--- config.mk ---
export PLATFORM = sky130hd
export DESIGN_NAME = print_sched
export DESIGN_NICKNAME = d
export VERILOG_FILES = /design/src/rtl/print_pkg.sv /design/src/rtl/rr_arbiter.sv /design/src/rtl/print_sched.sv
export SDC_FILE = /design/constraint.sdc
export NUM_CORES = 1
export LEC_CHECK = 0
export CORE_ASPECT_RATIO = 1.5
export CORE_UTILIZATION = 42
export DETAILED_ROUTE_END_ITERATION = 7
export PLACE_DENSITY = 0.81
export SLEW_MARGIN = 20
export SYNTH_ARGS = -nofsm -noshare
export SYNTH_HDL_FRONTEND = slang
export SYNTH_HIERARCHICAL = 1
export SYNTH_SLANG_ARGS = --single-unit
--- constraint.sdc ---
create_clock -name clk_i -period 5.7 [get_ports clk_i]
set_clock_uncertainty 0.15 [all_clocks]
set_input_delay 1.425 -clock clk_i [delete_from_list [all_inputs] [get_ports clk_i]]
set_output_delay 1.425 -clock clk_i [all_outputs]
set_load 0.05 [all_outputs]
--- src/rtl/print_pkg.sv ---
// Shared types and constants for the print-chain scheduler.
// The optional CR/LF trailer is enabled by defining PRINT_SCHED_NEWLINE_EN.
package print_pkg;

  // Scheduler states. CR and LF are only reached when the newline trailer is built in.
  typedef enum logic [2:0] {
    IDLE   = 3'd0,
    ISSUE  = 3'd1,
    SETTLE = 3'd2,
    WAIT   = 3'd3,
    CR     = 3'd4,
    LF     = 3'd5,
    DONE   = 3'd6
  } state_t;

  localparam logic [7:0] CHAR_CR = 8'h0D;
  localparam logic [7:0] CHAR_LF = 8'h0A;

endpackage

--- src/rtl/rr_arbiter.sv ---
// Combinational round-robin picker: searches req starting one slot after ptr,
// wrapping around, and returns the first requester found. The pointer register
// itself lives in the caller.
module rr_arbiter #(
  parameter int N_REQ  = 4,
  parameter int REQ_L2 = 2
) (
  input  logic [N_REQ-1:0]  req_i,
  input  logic [REQ_L2-1:0] ptr_i,
  input  logic              en_i,
  output logic [N_REQ-1:0]  grant_o,
  output logic [REQ_L2-1:0] idx_o,
  output logic              valid_o
);

  // Walk the slots in priority order (ptr+1, ptr+2, ... ptr) and keep the first hit.
  always_comb begin
    int                slot;
    logic [REQ_L2-1:0] slot_idx;
    grant_o  = '0;
    idx_o    = '0;
    valid_o  = 1'b0;
    slot     = 0;
    slot_idx = '0;
    for (int i = 1; i <= N_REQ; i++) begin
      slot = int'(ptr_i) + i;
      if (slot >= N_REQ) slot = slot - N_REQ;
      slot_idx = slot[REQ_L2-1:0];
      if (en_i && !valid_o && req_i[slot_idx]) begin
        valid_o           = 1'b1;
        grant_o[slot_idx] = 1'b1;
        idx_o             = slot_idx;
      end
    end
  end

endmodule

--- src/rtl/print_sched.sv ---
// Round-robin scheduler sharing one print chain among N_REQ requesters.
// Each grant runs one job (RAM string or single bypass byte) through the
// chain's start/ready handshake and then pulses done_o to the owner.
// Define PRINT_SCHED_NEWLINE_EN to append a CR/LF pair after every string job.
module print_sched #(
  parameter int N_REQ    = 4,
  parameter int REQ_L2   = 2,
  parameter int ADDR_WID = 7
) (
  input  logic                    clk_i,
  input  logic                    rst_i,
  input  logic [N_REQ-1:0]        req_i,
  input  logic [N_REQ-1:0]        req_bypass_i,
  input  logic [N_REQ*ADDR_WID-1:0] req_start_i,
  input  logic [N_REQ*ADDR_WID-1:0] req_end_i,
  input  logic [N_REQ*8-1:0]      req_byte_i,
  output logic [N_REQ-1:0]        done_o,
  output logic [N_REQ-1:0]        err_o,
  output logic                    busy_o,
  output logic [REQ_L2-1:0]       grant_idx_o,
  output logic                    chain_en_o,
  output logic [ADDR_WID-1:0]     chain_addr_start_o,
  output logic [ADDR_WID-1:0]     chain_addr_end_o,
  output logic                    chain_bypass_o,
  output logic [7:0]              chain_bypass_data_o,
  input  logic                    chain_ready_i
);
  import print_pkg::*;

`ifdef PRINT_SCHED_NEWLINE_EN
  // Which part of the job the current handshake belongs to.
  localparam logic [1:0] PH_MAIN = 2'd0;
  localparam logic [1:0] PH_CR   = 2'd1;
  localparam logic [1:0] PH_LF   = 2'd2;
  logic [1:0] phase_q;
`endif

  state_t              state_q;
  logic [REQ_L2-1:0]   ptr_q;
  logic [REQ_L2-1:0]   grant_idx_q;
  logic [N_REQ-1:0]    owner_q;
  logic [N_REQ-1:0]    done_q;
  logic [N_REQ-1:0]    err_q;
  logic                chain_en_q;
  logic [ADDR_WID-1:0] start_q;
  logic [ADDR_WID-1:0] end_q;
  logic                bypass_q;
  logic [7:0]          data_q;

  logic [N_REQ-1:0]    arb_grant;
  logic [REQ_L2-1:0]   arb_idx;
  logic                arb_valid;

  // Per-slot views of the packed payload buses.
  logic [ADDR_WID-1:0] slot_start [N_REQ];
  logic [ADDR_WID-1:0] slot_end   [N_REQ];
  logic [7:0]          slot_byte  [N_REQ];

  generate
    for (genvar gi = 0; gi < N_REQ; gi++) begin : g_slot
      assign slot_start[gi] = req_start_i[gi*ADDR_WID +: ADDR_WID];
      assign slot_end[gi]   = req_end_i[gi*ADDR_WID +: ADDR_WID];
      assign slot_byte[gi]  = req_byte_i[gi*8 +: 8];
    end
  endgenerate

  logic [ADDR_WID-1:0] sel_start;
  logic [ADDR_WID-1:0] sel_end;
  logic [7:0]          sel_byte;
  logic                sel_bypass;
  logic                sel_reject;

  assign sel_start  = slot_start[arb_idx];
  assign sel_end    = slot_end[arb_idx];
  assign sel_byte   = slot_byte[arb_idx];
  assign sel_bypass = req_bypass_i[arb_idx];
  // An empty-or-backwards string range is refused without touching the chain.
  assign sel_reject = !sel_bypass && (sel_start > sel_end);

  rr_arbiter #(
    .N_REQ  (N_REQ),
    .REQ_L2 (REQ_L2)
  ) u_arb (
    .req_i   (req_i),
    .ptr_i   (ptr_q),
    .en_i    (state_q == IDLE),
    .grant_o (arb_grant),
    .idx_o   (arb_idx),
    .valid_o (arb_valid)
  );

  // Job FSM: grant and capture, chain handshake, optional CR/LF trailer, completion pulse.
  always_ff @(posedge clk_i or posedge rst_i) begin
    if (rst_i) begin
      state_q     <= IDLE;
      ptr_q       <= REQ_L2'(N_REQ - 1);
      grant_idx_q <= '0;
      owner_q     <= '0;
      done_q      <= '0;
      err_q       <= '0;
      chain_en_q  <= 1'b0;
      start_q     <= '0;
      end_q       <= '0;
      bypass_q    <= 1'b0;
      data_q      <= '0;
`ifdef PRINT_SCHED_NEWLINE_EN
      phase_q     <= PH_MAIN;
`endif
    end else begin
      chain_en_q <= 1'b0;
      done_q     <= '0;
      err_q      <= '0;
      case (state_q)
        IDLE: begin
          if (arb_valid) begin
            ptr_q       <= arb_idx;
            grant_idx_q <= arb_idx;
            owner_q     <= arb_grant;
            start_q     <= sel_start;
            end_q       <= sel_end;
            bypass_q    <= sel_bypass;
            data_q      <= sel_byte;
`ifdef PRINT_SCHED_NEWLINE_EN
            phase_q     <= PH_MAIN;
`endif
            if (sel_reject) begin
              done_q  <= arb_grant;
              err_q   <= arb_grant;
              state_q <= DONE;
            end else begin
              state_q <= ISSUE;
            end
          end
        end
        ISSUE: begin
          if (chain_ready_i) begin
            chain_en_q <= 1'b1;
            state_q    <= SETTLE;
          end
        end
        // The chain needs a cycle to drop ready after the start pulse.
        SETTLE: state_q <= WAIT;
        WAIT: begin
          if (chain_ready_i) begin
`ifdef PRINT_SCHED_NEWLINE_EN
            if (phase_q == PH_MAIN && !bypass_q) begin
              state_q <= CR;
            end else if (phase_q == PH_CR) begin
              state_q <= LF;
            end else begin
              done_q  <= owner_q;
              state_q <= DONE;
            end
`else
            done_q  <= owner_q;
            state_q <= DONE;
`endif
          end
        end
`ifdef PRINT_SCHED_NEWLINE_EN
        CR: begin
          bypass_q <= 1'b1;
          data_q   <= CHAR_CR;
          phase_q  <= PH_CR;
          state_q  <= ISSUE;
        end
        LF: begin
          bypass_q <= 1'b1;
          data_q   <= CHAR_LF;
          phase_q  <= PH_LF;
          state_q  <= ISSUE;
        end
`endif
        DONE: state_q <= IDLE;
        default: state_q <= IDLE;
      endcase
    end
  end

  assign busy_o              = (state_q != IDLE);
  assign grant_idx_o         = grant_idx_q;
  assign done_o              = done_q;
  assign err_o               = err_q;
  assign chain_en_o          = chain_en_q;
  assign chain_addr_start_o  = start_q;
  assign chain_addr_end_o    = end_q;
  assign chain_bypass_o      = bypass_q;
  assign chain_bypass_data_o = data_q;

endmodule

Yosys cells after proc, flatten, opt, wreduce, memory -nomap -nowiden:

Cells that the tools add are included.

* output and inout port bits: 35
* register bits: 43
* input port bits: 99

* add/subtract/negate cells: 8
* magnitude comparators: 15
* bitwise logic cells: 4
* equal/unequal tests: 6
* mux-type cells: 55
* reduce and logical (&&, ||, !) cells: 20

Operators by type and width (count)
* 4-bit 2-to-1 mux: 8
* 7-bit binary-select mux with 2-bit select: 2
* 7-bit 2-to-1 mux: 4
* 8-bit binary-select mux with 2-bit select: 1
* 2-bit 2-to-1 mux: 8
* 8-bit 2-to-1 mux: 2
* 2-bit by 3-bit < comparator with 1-bit output (second input constant): 5
* 1-bit 2-to-1 mux: 15
* 3-bit greater-or-equal comparator (second input constant): 4
* 1-bit logical AND: 12
* 3-bit 2-to-1 mux: 4
* 4-bit OR: 3
* 3-bit one-hot mux with 4 select lines: 1
* 1-bit binary-select mux with 2-bit select: 5
* 1-bit demux with 2-bit select: 4
* 2-bit by 1-bit greater-or-equal comparator with 1-bit output (second input constant): 4
* 4-bit one-hot mux with 2 select lines: 1
* 2-bit by 1-bit subtractor with 2-bit output (second input constant): 4
* 7-bit greater-than comparator: 1
* 2-bit by 2-bit adder with 3-bit output (second input constant): 2
* 3-bit by 2-bit == test with 1-bit output (second input constant): 2
* 2-bit inequality test (second input constant): 3
* 2-bit by 3-bit adder with 4-bit output (second input constant): 1
* 4-bit by 3-bit greater-or-equal comparator with 1-bit output (second input constant): 1
* other kinds (8): 11

Logic depth before layout (Yosys ltp):

Gate-level depths: netlist of the first run.

* depth after elaboration: 28
* depth in mapped cells: 16

By module:

Netlist of the first run, hierarchy kept.

Modules (own cells, without submodules)
* print_sched: times used 1, sequential area each 1078.5 µm², area an instance 2331.0 µm², cells each 218
* rr_arbiter: times used 1, sequential area each 0.0 µm², area an instance 554.3 µm², cells each 70

Least setup slack after synthesis of the first run:

Ideal clock, no wire load.

* kind: input to register
* start: input port req_i[0]
* end: register done_q[0], in the netlist done_o[0]
* arrival time: 4.368 ns
* library setup time: 0.133 ns
* cell stages on the path: 12
* buffers on the path: 2
* setup slack: 1.049 ns
* cells stage by stage: mux4_2 > nor2b_1 > o22ai_1 > a21oi_1 > buf_6 > buf_2 > mux4_2 > ha_1 > and4_1 > a21boi_1 > o21ai_2 > o21ai_1

* word-level cells in the longest chain between the ends: 25
* elaborated cells on any way between the ends: 48
* those cells by class: 1 x order compare; 31 x mux; 4 x bitwise; 12 x reduce/logical

Ends and longest elaborated chain
* start, declared: line print_sched.sv:12 `input logic [N_REQ-1:0] req_i,`
* 1-bit binary-select mux with 2-bit select: line rr_arbiter.sv:29 `if (en_i && !valid_o && req_i[slot_idx]) begin`
* 1-bit 2-to-1 mux (not written as such): line rr_arbiter.sv:29
* 1-bit logical AND: line rr_arbiter.sv:29
* 1-bit 2-to-1 mux: line rr_arbiter.sv:29
* 1-bit zero test: line rr_arbiter.sv:29
* 1-bit logical AND (2 in a row): line rr_arbiter.sv:29
* 1-bit 2-to-1 mux: line rr_arbiter.sv:29
* 1-bit zero test: line rr_arbiter.sv:29
* (+7 left out)
* net arb_idx[0]: line print_sched.sv:51 `logic [REQ_L2-1:0] arb_idx;`
* (+1 left out)
* 7-bit binary-select mux with 2-bit select *: line print_sched.sv:73 `assign sel_start = slot_start[arb_idx];`
* 7-bit 2-to-1 mux (not written as such) * (2 in a row): line print_sched.sv:73
* net sel_start[6]: line print_sched.sv:67 `logic [ADDR_WID-1:0] sel_start;`
* 7-bit greater-than comparator *: line print_sched.sv:78 `assign sel_reject = !sel_bypass && (sel_start > sel_end);`
* 1-bit logical AND *: line print_sched.sv:78
* 4-bit 2-to-1 mux *: line print_sched.sv:126 `if (sel_reject) begin`
* 4-bit 2-to-1 mux *: line print_sched.sv:115 `if (arb_valid) begin`
* 4-bit one-hot mux with 2 select lines *: line print_sched.sv:113 `case (state_q)`
* end signal, assigned: line print_sched.sv:127 `done_q <= arb_grant;`
* end signal, assigned: line print_sched.sv:155 `done_q <= owner_q;`
* end, declared: line print_sched.sv:42 `logic [N_REQ-1:0] done_q;`

Mark *: on every way through the listed nets, which the timed path passes. The rest lies on a longest branch. The select of a mux whose other input is x is not followed.
A chain may end at the register's enable or synchronous reset.

Final worst setup path of the first run:

* start: input port req_i[0]
* end: register done_q[1], in the netlist done_o[1]

The elaborated chain is that of the path after synthesis.

==> results.yml, run 1 <==
hold_path:
  hold_end: "chain_addr_start_o[3]$_DFFE_PP0P_"
  hp-class: "flop to flop"
  holdPathStages: 2
  min_from: "chain_addr_start_o[3]$_DFFE_PP0P_"
yosys:
  synth_top_area_frac: 0.3556
  synthTopCellsByCount: "nand2_1 (99), dfrtp_1 (41), mux4_2 (26)"
  synth_top_family_by_area: "multiplexers"
  synthMuxAreaShare: 0.2463
  yosysMostFrequentCell: "nand2_1"
  synth.top_cells.by_area: "dfrtp_1 (36%), mux4_2 (20%), nand2_1 (13%)"
  synth_xor_area_frac: 0
  yosys.area.top_type: "dfrtp_1"
  synth_compound_area_frac: 0.09670
  synth_edf_count: 0
  async_flop_share: 1.000
  synth-seq-cells: 43
  syn-num-nets: 402
  yosys_most_used_dff: "dfrtp_1"
  synth.avg_cell_area_um2: 10.02
  syn_inst: 288
  synth_area_um2: 2885
  synth_fa_ha_area_frac: 0.06505
  yosysSeqAreaShare: 0.3738
  synth_cell_types: 42
  yosys_warnings: 6
  synth-simple-area-share: 0.1670
route:
  drc: 0
  drtIter0Drc: 218
  drt-total-wl_um: 7916
  post_drt_via_cell_ratio: 5.478
  drt_pass1_iterations: 4
  routedWlPerCell_um: 16.02
  ant_nets: 0
  vias: 2706
pwr:
  cellPowerDensity_nw_per_um2: 507.7
  power.share.clock: 0.093
  switching_share: 0.4939
  p_leak_nw: 1.848
  p_int_w: 0.001127
  irDropWorstVdd_uv: 233.2
  pwr-share-comb: 0.663
  sequentialPowerShare: 0.245
  p_sw_w: 0.001100
floorplan:
  die_w_um: 69.68
  start_util: 0.4387
  top_level_ports: 134
  core-area_um2: 6576
  rows: 36
  design.die.area_um2: 7212
  die_y_um: 103.5
finish:
  nets: 531
  multiInputGateArea_um2: 1682
  fillers: 513
  layout-drive-gt1-share: 0.1292
  register_area_um2: 1079
  antenna_cells: 0
  utilization: 0.6669
  synthToLayoutAreaGrowth_pct: 51.99
place:
  portBuffers: 133
  hpwlAfterDp_um: 6284
  gp_congestion: 0.8622
clocking:
  cts.clk_slew.worst_paths_ns: 0.10
  cts_resized: 0
  clk_path_buf_depth: 2
  holdBufCountCts: 0
  numClockSinks: 43
  cts_setup_buffers: 0
  cts_root_buf: "clkbuf_8"
  cts_max_level: 2
  cts_tree: "yes"
  cts_buffers: 5
  clock_latency_ns: 0.31
worst_setup_path:
  r2r_cells: 13
  cp-end-kind: "flop"
  rr_endpoint: "done_o[1]$_DFF_PP0_"
  crit_fanout: 24
  worst_setup_path_start_kind: "input port"
  worstPathRequired_ns: 5.73
  worstReg2RegStart: "ptr_q[0]$_DFFE_PP1P_"
  regToRegSetupSlack_ns: 0.96
  path_class: "input port to flop"
  cp.arrival_ns: 5.22
timing:
  finalSetupViolCount: 0
  hold_viol_final: 0
  max_freq_mhz: 192.6
  layout_min_cycle_time_ns: 5.193
  setup_tns_ns: 0
  relSlewSlack: 0.4248
  max_slew.worst_pin.slew_ns: 0.8615
  finalMaxSlewViolations: 0
  rsz0062_at_grt: "no"
  finalCritPeriodShare: 0.9111
flow_run:
  drv_cap: 0
grt:
  overflow: 0
  grt_pass1_vias: 2845
  grt_max_degree: 44
  grt.total_usage: 0.2327
  grt_pass1_wl_um: 13200
  antenna_found_initial: 0
outcome:
  status: "finished, final reports clean"
[power groups by stage]
stage	registers (W)	logic (W)	clock network [W]
2_1_floorplan	0.000844	0.000734	0
3_3_place_gp	0.000547	0.00144	0
3_5_place_dp	0.000551	0.00147	0
4_1_cts	0.000546	0.00148	0.000208
5_1_grt	0.000566	0.00158	0.000223
6_report	0.000545	0.00148	0.000206
[layout by cell type (no fill, tap or decap), types with 2 or more instances in the layout]
cell type | synthesis | final
clkdlybuf4s50_1 | 0 | 133
nand2_1 | 99 | 99
dfrtp_1 | 41 | 41
mux4_2 | 26 | 26
ha_1 | 15 | 15
inv_1 | 14 | 13
o21ai_1 | 9 | 9
mux2i_1 | 8 | 8
o21ai_0 | 7 | 7
a21oi_1 | 7 | 6
nor2_1 | 5 | 5
clkbuf_8 | 0 | 5
inv_2 | 3 | 4
o21a_1 | 4 | 4
o2bb2ai_1 | 4 | 4
nor3b_1 | 3 | 3
buf_4 | 1 | 3
or3_1 | 2 | 2
clkinvlp_4 | 0 | 2
dfstp_2 | 2 | 2
mux2_2 | 2 | 2
a22oi_1 | 2 | 2
[per-stage QoR]
step / area [µm²] / hold slack, ns / setup slack [ns] / total power [W] / instances
detailed placement: 4293 / 0.3108 / 0.2674 / 0.002024 / 486
floorplan: 2885 / 0.2961 / 1.049 / 0.001577 / 288
CTS: 4385 / 0.3324 / 0.5508 / 0.002232 / 494
global route: 4385 / 0.3598 / 0.3456 / 0.002369 / 494
finish: 4385 / 0.3296 / 0.5068 / 0.002227 / 494
global placement: 4293 / 0.3085 / 0.4255 / 0.001988 / 486
[critical path: stages]
cell and delay, ns:
clkdlybuf4s50_1 0.50, mux4_2 0.65, nor2b_1 0.23, o22ai_1 0.16, a21oi_4 0.20, buf_12 0.23, mux4_2 0.55, ha_1 0.34
and4_1 0.22, a21boi_1 0.17, o21ai_2 0.37, o21ai_1 0.17
[state kept, by name (all words and copies together) (netlist names)]
register	cells
chain_addr_start_o	7
chain_en_o	1
chain_bypass_data_o	8
ptr_q	2
err_o	4
done_o	4
state_q	3
owner_q	4
grant_idx_o	2
chain_addr_end_o	7
chain_bypass_o	1
[logic make-up after synthesis]
| logic type | count (synthesis) |
|---|---|
| muxes | 37 |
| AOI/OAI and AO/OA | 43 |
| and+or+nand+nor | 118 |
| adders and majority gates | 15 |
| DFF | 43 |
| buffers and inverters | 32 |
[how the worst max path moves through the flow]
stage / from / end / slack [ns] / cells after the start
floorplan: req_i[0] / done_o[0]$_DFF_PP0_ / 1.05 / 12
global placement: req_i[0] / done_o[0]$_DFF_PP0_ / 0.43 / 12
detailed placement: req_i[0] / done_o[2]$_DFF_PP0_ / 0.27 / 12
CTS: req_i[0] / done_o[1]$_DFF_PP0_ / 0.55 / 12
global route: req_i[0] / done_o[2]$_DFF_PP0_ / 0.35 / 12
finish: req_i[0] / done_o[1]$_DFF_PP0_ / 0.51 / 12
[layout make-up]
type | instances | area share
multi-input cells | 213 | 0.3835
inverters | 17 | 0.01455
well taps | 76 | 0.02168
repair buffers | 137 | 0.3133
flip-flops and latches | 43 | 0.2459
clock buffers | 5 | 0.01569
clock inverters | 3 | 0.005421
[metal layers]
layer | share of wire | up-vias | GRT usage
li1 | - | 1265 | -
met1 | 0.35 | 1307 | 0.2379
met2 | 0.57 | 113 | 0.4501
met3 | 0.047 | 21 | 0.03599
met4 | 0.036 | 0 | 0.1071
met5 | 0 | - | 0
No activity file was read; power rests on OpenSTA's default activity.
==> run 2, diff against run 1 <==
SETUP_SLACK_MARGIN = 0.3   (was default)
==> results of run 2 <==
Same layout as run 1: the final DEF is identical, and so are final timing and power.
